**src/rtl/tsconf_uart_pkg.sv**
```systemverilog
// Shared definitions for the tsconf UART receive path.
//   rx_state_t  receiver FSM states
//   OVERSAMPLE  oversample ticks per bit
//   DATA_W      width of one received character
//   baud_div()  clock divider for one oversample tick, rounded to nearest
package tsconf_uart_pkg;

    typedef enum logic [1:0] {
        IDLE,
        START,
        DATA,
        STOP
    } rx_state_t;

    localparam int OVERSAMPLE = 16;
    localparam int DATA_W     = 8;

    // Round-to-nearest divide so the tick error stays within half a clock.
    function automatic int baud_div(input int clk, input int baud);
        return (clk + (baud * OVERSAMPLE) / 2) / (baud * OVERSAMPLE);
    endfunction

endpackage

```
**src/rtl/uart_rx_fifo_mem.sv**
```systemverilog
// Circular byte queue between the receiver FSM and the consumer.
// Ports:
//   clk_sys, reset      system clock, synchronous active-high reset
//   push, wr_data       write strobe and byte from the receiver
//   pop                 consumer pop request (ignored when empty)
//   rd_data             head entry, forced to 0 while empty
//   empty               queue holds no bytes
//   level               occupancy, 0..DEPTH
//   overrun             one-cycle pulse: push while full without a pop
module uart_rx_fifo_mem
    import tsconf_uart_pkg::*;
#(
    parameter int DEPTH = 4
) (
    input  logic                     clk_sys,
    input  logic                     reset,
    input  logic                     push,
    input  logic [DATA_W-1:0]        wr_data,
    input  logic                     pop,
    output logic [DATA_W-1:0]        rd_data,
    output logic                     empty,
    output logic [$clog2(DEPTH):0]   level,
    output logic                     overrun
);

    localparam int AW = $clog2(DEPTH);

    logic [DATA_W-1:0] store [DEPTH];
    logic [AW:0]       wr_ptr;
    logic [AW:0]       rd_ptr;
    logic              full;
    logic              do_push;
    logic              do_pop;

    // Pointers carry one extra wrap bit so full and empty are distinguishable.
    assign empty = (wr_ptr == rd_ptr);
    assign full  = (wr_ptr[AW] != rd_ptr[AW]) && (wr_ptr[AW-1:0] == rd_ptr[AW-1:0]);
    assign level = wr_ptr - rd_ptr;

    // A pop in the same cycle frees the slot, so a push into a full queue succeeds.
    assign do_pop  = pop & ~empty;
    assign do_push = push & (~full | do_pop);

    // Gating with empty gives a clean 0 after reset without resetting storage.
    assign rd_data = empty ? '0 : store[rd_ptr[AW-1:0]];

    always_ff @(posedge clk_sys) begin
        if (reset) begin
            wr_ptr  <= '0;
            rd_ptr  <= '0;
            overrun <= 1'b0;
        end else begin
            if (do_push) wr_ptr <= wr_ptr + 1'b1;
            if (do_pop)  rd_ptr <= rd_ptr + 1'b1;
            overrun <= push & full & ~do_pop;
        end
    end

    // NOTE: storage has no reset; only the pointers define valid contents,
    // and leaving the array unreset lets it map onto plain RAM/LUT cells.
    always_ff @(posedge clk_sys) begin
        if (do_push) store[wr_ptr[AW-1:0]] <= wr_data;
    end

endmodule

```
**src/rtl/uart_rx_fifo.sv**
```systemverilog
// 8N1 UART receiver with 16x oversampling and a small byte FIFO.
// Ports:
//   clk_sys    system clock
//   reset      synchronous, active-high
//   rx         asynchronous serial input, idle high
//   rx_data    byte at FIFO head
//   rx_valid   FIFO non-empty
//   rx_ready   consumer pops head on rx_valid & rx_ready
//   frame_err  one-cycle pulse: stop bit sampled low, byte discarded
//   overrun    one-cycle pulse: byte completed while FIFO full, byte dropped
//   rx_level   FIFO occupancy
module uart_rx_fifo
    import tsconf_uart_pkg::*;
#(
    parameter int CLK_RATE   = 84_000_000,
    parameter int BAUD       = 115200,
    parameter int FIFO_DEPTH = 4
) (
    input  logic                          clk_sys,
    input  logic                          reset,
    input  logic                          rx,
    output logic [DATA_W-1:0]             rx_data,
    output logic                          rx_valid,
    input  logic                          rx_ready,
    output logic                          frame_err,
    output logic                          overrun,
    output logic [$clog2(FIFO_DEPTH):0]   rx_level
);

    localparam int DIV = baud_div(CLK_RATE, BAUD);
    localparam int DW  = $clog2(DIV);
    localparam int SW  = $clog2(OVERSAMPLE);
    localparam logic [DW-1:0] TICK_RELOAD = DW'(DIV - 1);
    localparam logic [SW-1:0] SUB_MID     = SW'(OVERSAMPLE / 2 - 1);
    localparam logic [SW-1:0] SUB_LAST    = SW'(OVERSAMPLE - 1);

    logic [1:0]        sync;
    logic [2:0]        maj;
    logic              filt;
    logic [DW-1:0]     tick_cnt;
    logic              tick;

    rx_state_t         state;
    logic [SW-1:0]     sub;
    logic [2:0]        bit_idx;
    logic [DATA_W-1:0] shreg;
    logic              armed;
    logic              push_stb;
    logic              fifo_empty;

    // Two-flop synchroniser and a free-running tick divider; the majority
    // filter shifts on ticks only so a single-sample spike cannot start a frame.
    // NOTE: all clocked state uses non-blocking assignments so every register
    // sees the pre-edge value of its neighbours, independent of statement order.
    always_ff @(posedge clk_sys) begin
        if (reset) begin
            sync     <= 2'b11;
            maj      <= 3'b111;
            tick_cnt <= TICK_RELOAD;
            tick     <= 1'b0;
        end else begin
            sync <= {sync[0], rx};
            if (tick_cnt == '0) begin
                tick_cnt <= TICK_RELOAD;
                tick     <= 1'b1;
            end else begin
                tick_cnt <= tick_cnt - 1'b1;
                tick     <= 1'b0;
            end
            if (tick) maj <= {maj[1:0], sync[1]};
        end
    end

    assign filt = (maj[0] & maj[1]) | (maj[0] & maj[2]) | (maj[1] & maj[2]);

    // Receiver FSM. After a framing error the line may sit low (break), so
    // the FSM disarms until it sees idle-high again.
    always_ff @(posedge clk_sys) begin
        if (reset) begin
            state     <= IDLE;
            sub       <= '0;
            bit_idx   <= '0;
            shreg     <= '0;
            armed     <= 1'b1;
            push_stb  <= 1'b0;
            frame_err <= 1'b0;
        end else begin
            push_stb  <= 1'b0;
            frame_err <= 1'b0;
            if (tick) begin
                case (state)
                    IDLE: begin
                        if (!armed) begin
                            if (filt) armed <= 1'b1;
                        end else if (!filt) begin
                            state <= START;
                            sub   <= '0;
                        end
                    end
                    START: begin
                        if (sub == SUB_MID) begin
                            if (!filt) begin
                                state   <= DATA;
                                bit_idx <= '0;
                                sub     <= '0;
                            end else begin
                                state <= IDLE;
                            end
                        end else begin
                            sub <= sub + 1'b1;
                        end
                    end
                    DATA: begin
                        if (sub == SUB_LAST) begin
                            shreg <= {filt, shreg[DATA_W-1:1]};
                            sub   <= '0;
                            if (bit_idx == 3'd7) state <= STOP;
                            else                 bit_idx <= bit_idx + 1'b1;
                        end else begin
                            sub <= sub + 1'b1;
                        end
                    end
                    STOP: begin
                        if (sub == SUB_LAST) begin
                            if (filt) begin
                                push_stb <= 1'b1;
                            end else begin
                                frame_err <= 1'b1;
                                armed     <= 1'b0;
                            end
                            state <= IDLE;
                        end else begin
                            sub <= sub + 1'b1;
                        end
                    end
                    default: state <= IDLE;
                endcase
            end
        end
    end

    // shreg holds the completed byte for many ticks after push_stb, so it
    // feeds the queue directly.
    uart_rx_fifo_mem #(
        .DEPTH (FIFO_DEPTH)
    ) u_mem (
        .clk_sys (clk_sys),
        .reset   (reset),
        .push    (push_stb),
        .wr_data (shreg),
        .pop     (rx_ready),
        .rd_data (rx_data),
        .empty   (fifo_empty),
        .level   (rx_level),
        .overrun (overrun)
    );

    assign rx_valid = ~fifo_empty;

endmodule

```
**config.mk**
```make
export PLATFORM = sky130hd
export DESIGN_NAME = uart_rx_fifo
export DESIGN_NICKNAME = d
export VERILOG_FILES = /design/src/rtl/tsconf_uart_pkg.sv /design/src/rtl/uart_rx_fifo_mem.sv /design/src/rtl/uart_rx_fifo.sv
export SDC_FILE = /design/constraint.sdc
export NUM_CORES = 1
export LEC_CHECK = 0
export CAP_MARGIN = 25
export CORE_ASPECT_RATIO = 0.75
export CORE_UTILIZATION = 55
export DETAILED_ROUTE_END_ITERATION = 16
export PLACE_DENSITY_LB_ADDON = 0.12
export REMOVE_ABC_BUFFERS = 1
export SLEW_MARGIN = 40
export SYNTH_ARGS = -nofsm -noshare
export SYNTH_HDL_FRONTEND = slang
export SYNTH_SLANG_ARGS = --single-unit
```
**constraint.sdc**
```tcl
create_clock -name clk_sys -period 3.7 [get_ports clk_sys]
set_input_delay 0.74 -clock clk_sys [delete_from_list [all_inputs] [get_ports clk_sys]]
set_output_delay 0.74 -clock clk_sys [all_outputs]
set_load 0.01 [all_outputs]
```
==> summary.md <==
| Metric | Value |
|---|---|
| Fmax | `0.3196 GHz` |
| Share of final-layout standard cells stronger than drive strength 1 | `11.90%` |
| Vias | `~1.8k` |
| Synth Flop Type | `dfxtp_1` |
| Startpoint types | `register` |
| Final net count | `280` |
| Vias/cell | `5.340` |
| Register area share after synthesis | `roughly 58%` |
| Slowest CP cell | `nor2_1` |
| Vias in the first global route | `1,665` |
| Area grow syn2layout | `13.88%` |
| CP Buf/Inv Count | `2` |
| Unrepaired setup endpoints after global routing | `no` |
| Top-count cell post-synth | `dfxtp_1` |
| Worst EP required | `2960 ps` |
| Setup Viol. Count Final | `0` |
| Slew @ Worst Pin | `652.8 ps` |
| Setup crit end kind | `output port` |
| Worst-path cell chain | `inv_1 > ha_1 > nand2_1 > nor2_1 > nor2b_1 > clkdlybuf4s50_1` |
| Syn Area/Cell | `12.50 sq um` |
| Clk_skew | `~9 ps` |
| Iter 0 DRT Violations | `68` |
| Postcts setup bufs | `0` |
| Port bufs | `17` |
| Unique masters post-synth | `49` |
| Period minus WS final | `3128 ps` |
| Diodes inserted | `0` |
| Post-Route WL | `between 4000 and 5000 um` |
| Clock Sinks | `73` |
| Post-route setup TNS | `0 ps` |
| Largest net degree at the start of global routing | `38` |
| Hold buffers post-CTS | `0` |
| CORE AREA | `5353 sq um` |
| Drt pass-1 iters | `4` |
| CP peak stage delay | `520 ps` |
| EDFF count, synth | `32` |
| Wirelength per Cell | `~14 um` |
| Num rows | `23` |
| Post-CTS sizing | `0` |
| Total grt overflow | `0` |
| Leakage | `1.228 nW` |
| Yosys warning total | `0` |
| Drt drc | `0` |
| Fraction of registers with async set/reset | `0%` |
| Max-slew violation count | `0` |
| Die Y-Extent | `66.75 um` |
| Status | `finished, final reports clean` |
| Delay-heaviest family, CP | `simple AND/OR/NAND/NOR gates` |
| Die area | `between 5000 and 6000 sq um` |
| PD cells | `422.9 nW/um^2` |
| DP HPWL | `3333 um` |
| Clk Latency, worst-skew pair | `about 340 ps` |
| Slew HR | `56.32%` |
| Crit Path Max Fanout | `9` |
| GP Congestion | `about 0.75` |
| CTS clock-pin slew for the worst setup and hold paths | `80 ps` |
| Die W | `a little under 90 um` |
| Area share of the largest cell type after synthesis | `between 30% and 40%` |
| Max cap viols | `0` |
| Synth top area cells | `edfxtp_1 31%, dfxtp_1 27%, mux4_2 5.9%` |
| CP arrival | `2390 ps` |
| Clk buf depth | `2` |
| Starting Density | `57.43%` |
| Fin. Hold Viols | `0` |
| Hold Path Class | `reg2reg` |
| Synth area leader | `edfxtp_1` |
| Cell count after synthesis | `246` |
| IR drop worst, VDD | `0.0002198 V` |
| Post-DRT Antenna Nets | `0` |
| Final critical-path share of the clock period | `84.55%` |
| Top cells by count, synth | `41 x dfxtp_1, 32 x edfxtp_1, 24 x nor2_1` |
| Number of synthesized register bits | `73` |
| Tot GR Track Use | `18.18%` |
| Htree depth | `3` |
| Critical path class | `reg2out` |
| Top Ports | `18` |
| Fin util | `65.40%` |
| Number of CTS-inserted buffers | `9` |
| Antenna violations before repair | `0` |
| Mapped cell area | `3074 sq um` |
| First-pass GRT wire length | `7824 um` |
| CTS tree | `built` |
| Clock root buffer | `clkbuf_8` |
==> metrics by stage <==
step | std cells | setup WS, ps | power [mW] | cell area [sq um] | hold WS [ps]
final | 344 | 571.6 | 1.480 | 3501 | 395.7
after global routing | 344 | 426.5 | 1.530 | 3501 | 427.0
after CTS | 344 | 528.7 | 1.500 | 3501 | 400.6
after detailed placement | 328 | 919.0 | 0.8808 | 3299 | 382.2
after global placement | 328 | 992.8 | 0.8803 | 3299 | 382.3
after floorplan | 235 | 1668 | 0.8684 | 3028 | 370.7
==> layout make-up <==
class,count,area (sq um)
fillers,406,1852
flip-flops and latches,73,1782
multi-input cells,151,1205
repair buffers,18,177.7
clock buffers,9,123.9
well taps,75,93.84
clock inverters,7,77.57
inverters,11,41.29
==> sequential cells by signal, summed over array words and instances, names as in the netlist, named ones only <==
signal and flops:
frame_err 1, push_stb 1, u_mem.overrun 1, shreg 8, u_mem.store 32, sync 2, sub 4, bit_idx 3
tick_cnt 6, u_mem.wr_ptr 3, armed 1, u_mem.rd_ptr 3, maj 3, tick 1, state 1
==> power breakdown <==
group / switching [mW] / internal, mW / total, mW / leakage, nW
combinational: 0.0119 / 0.00945 / 0.0213 / 0.500
sequential: 0.00272 / 0.838 / 0.840 / 0.628
clock: 0.302 / 0.317 / 0.619 / 0.100
==> layout by cell type (no fill, tap or decap), types with 6 or more instances in the layout <==
| cell type | count |
|---|---|
| clkbuf_8 | 9 |
| clkdlybuf4s50_1 | 17 |
| dfxtp_1 | 41 |
| edfxtp_1 | 32 |
| ha_1 | 11 |
| inv_1 | 11 |
| mux2i_1 | 10 |
| mux4_2 | 8 |
| nand2_1 | 7 |
| nand2b_1 | 7 |
| nor2_1 | 24 |
| nor2b_1 | 13 |
| xnor2_1 | 6 |
==> worst register-to-register path, cell delays in order, from the launching register on <==
cell	delay [ps]
dfxtp_1	400
inv_1	100
ha_1	300
nand2_1	150
o31a_1	270
and2_1	450
==> metal layers <==
metal | global-route usage [%] | up-vias | routed length [um]
met3 | 4.461 | 8 | 132
met1 | 25.04 | 881 | 2541
li1 | - | 926 | -
met4 | 8.669 | 0 | 75
met5 | 0 | - | 0
met2 | 26.92 | 22 | 2126
==> logic make-up (layout without fill, tap and decap cells) <==
family                   count (synthesis)  count (layout)  share of synthesized area (%)
buffers and inverters                   22              45                          2.849
flip-flops                              73              73                          57.96
XOR/XNOR                                10              10                          2.849
AND/OR/NAND/NOR                         79              79                          14.16
AO/OA/AOI/OAI                           29              29                          6.756
multiplexers                            20              20                          9.971
adder cells (fa/ha/maj)                 13              13                          5.454
==> worst paths after layout <==
| kind | end | slack, ps | cells after the start | from |
|---|---|---|---|---|
| max | rx_data[7] | 570 | 6 | u_mem.wr_ptr[0] |
| min | tick_cnt[0] | 400 | 1 | tick_cnt[0] |
| max reg2reg | u_mem.store[1][6] | 1680 | 5 | u_mem.wr_ptr[0] |
| min reg2reg | tick_cnt[0] | 400 | 1 | tick_cnt[0] |
Note: power is estimated with default switching activity, not from simulation.
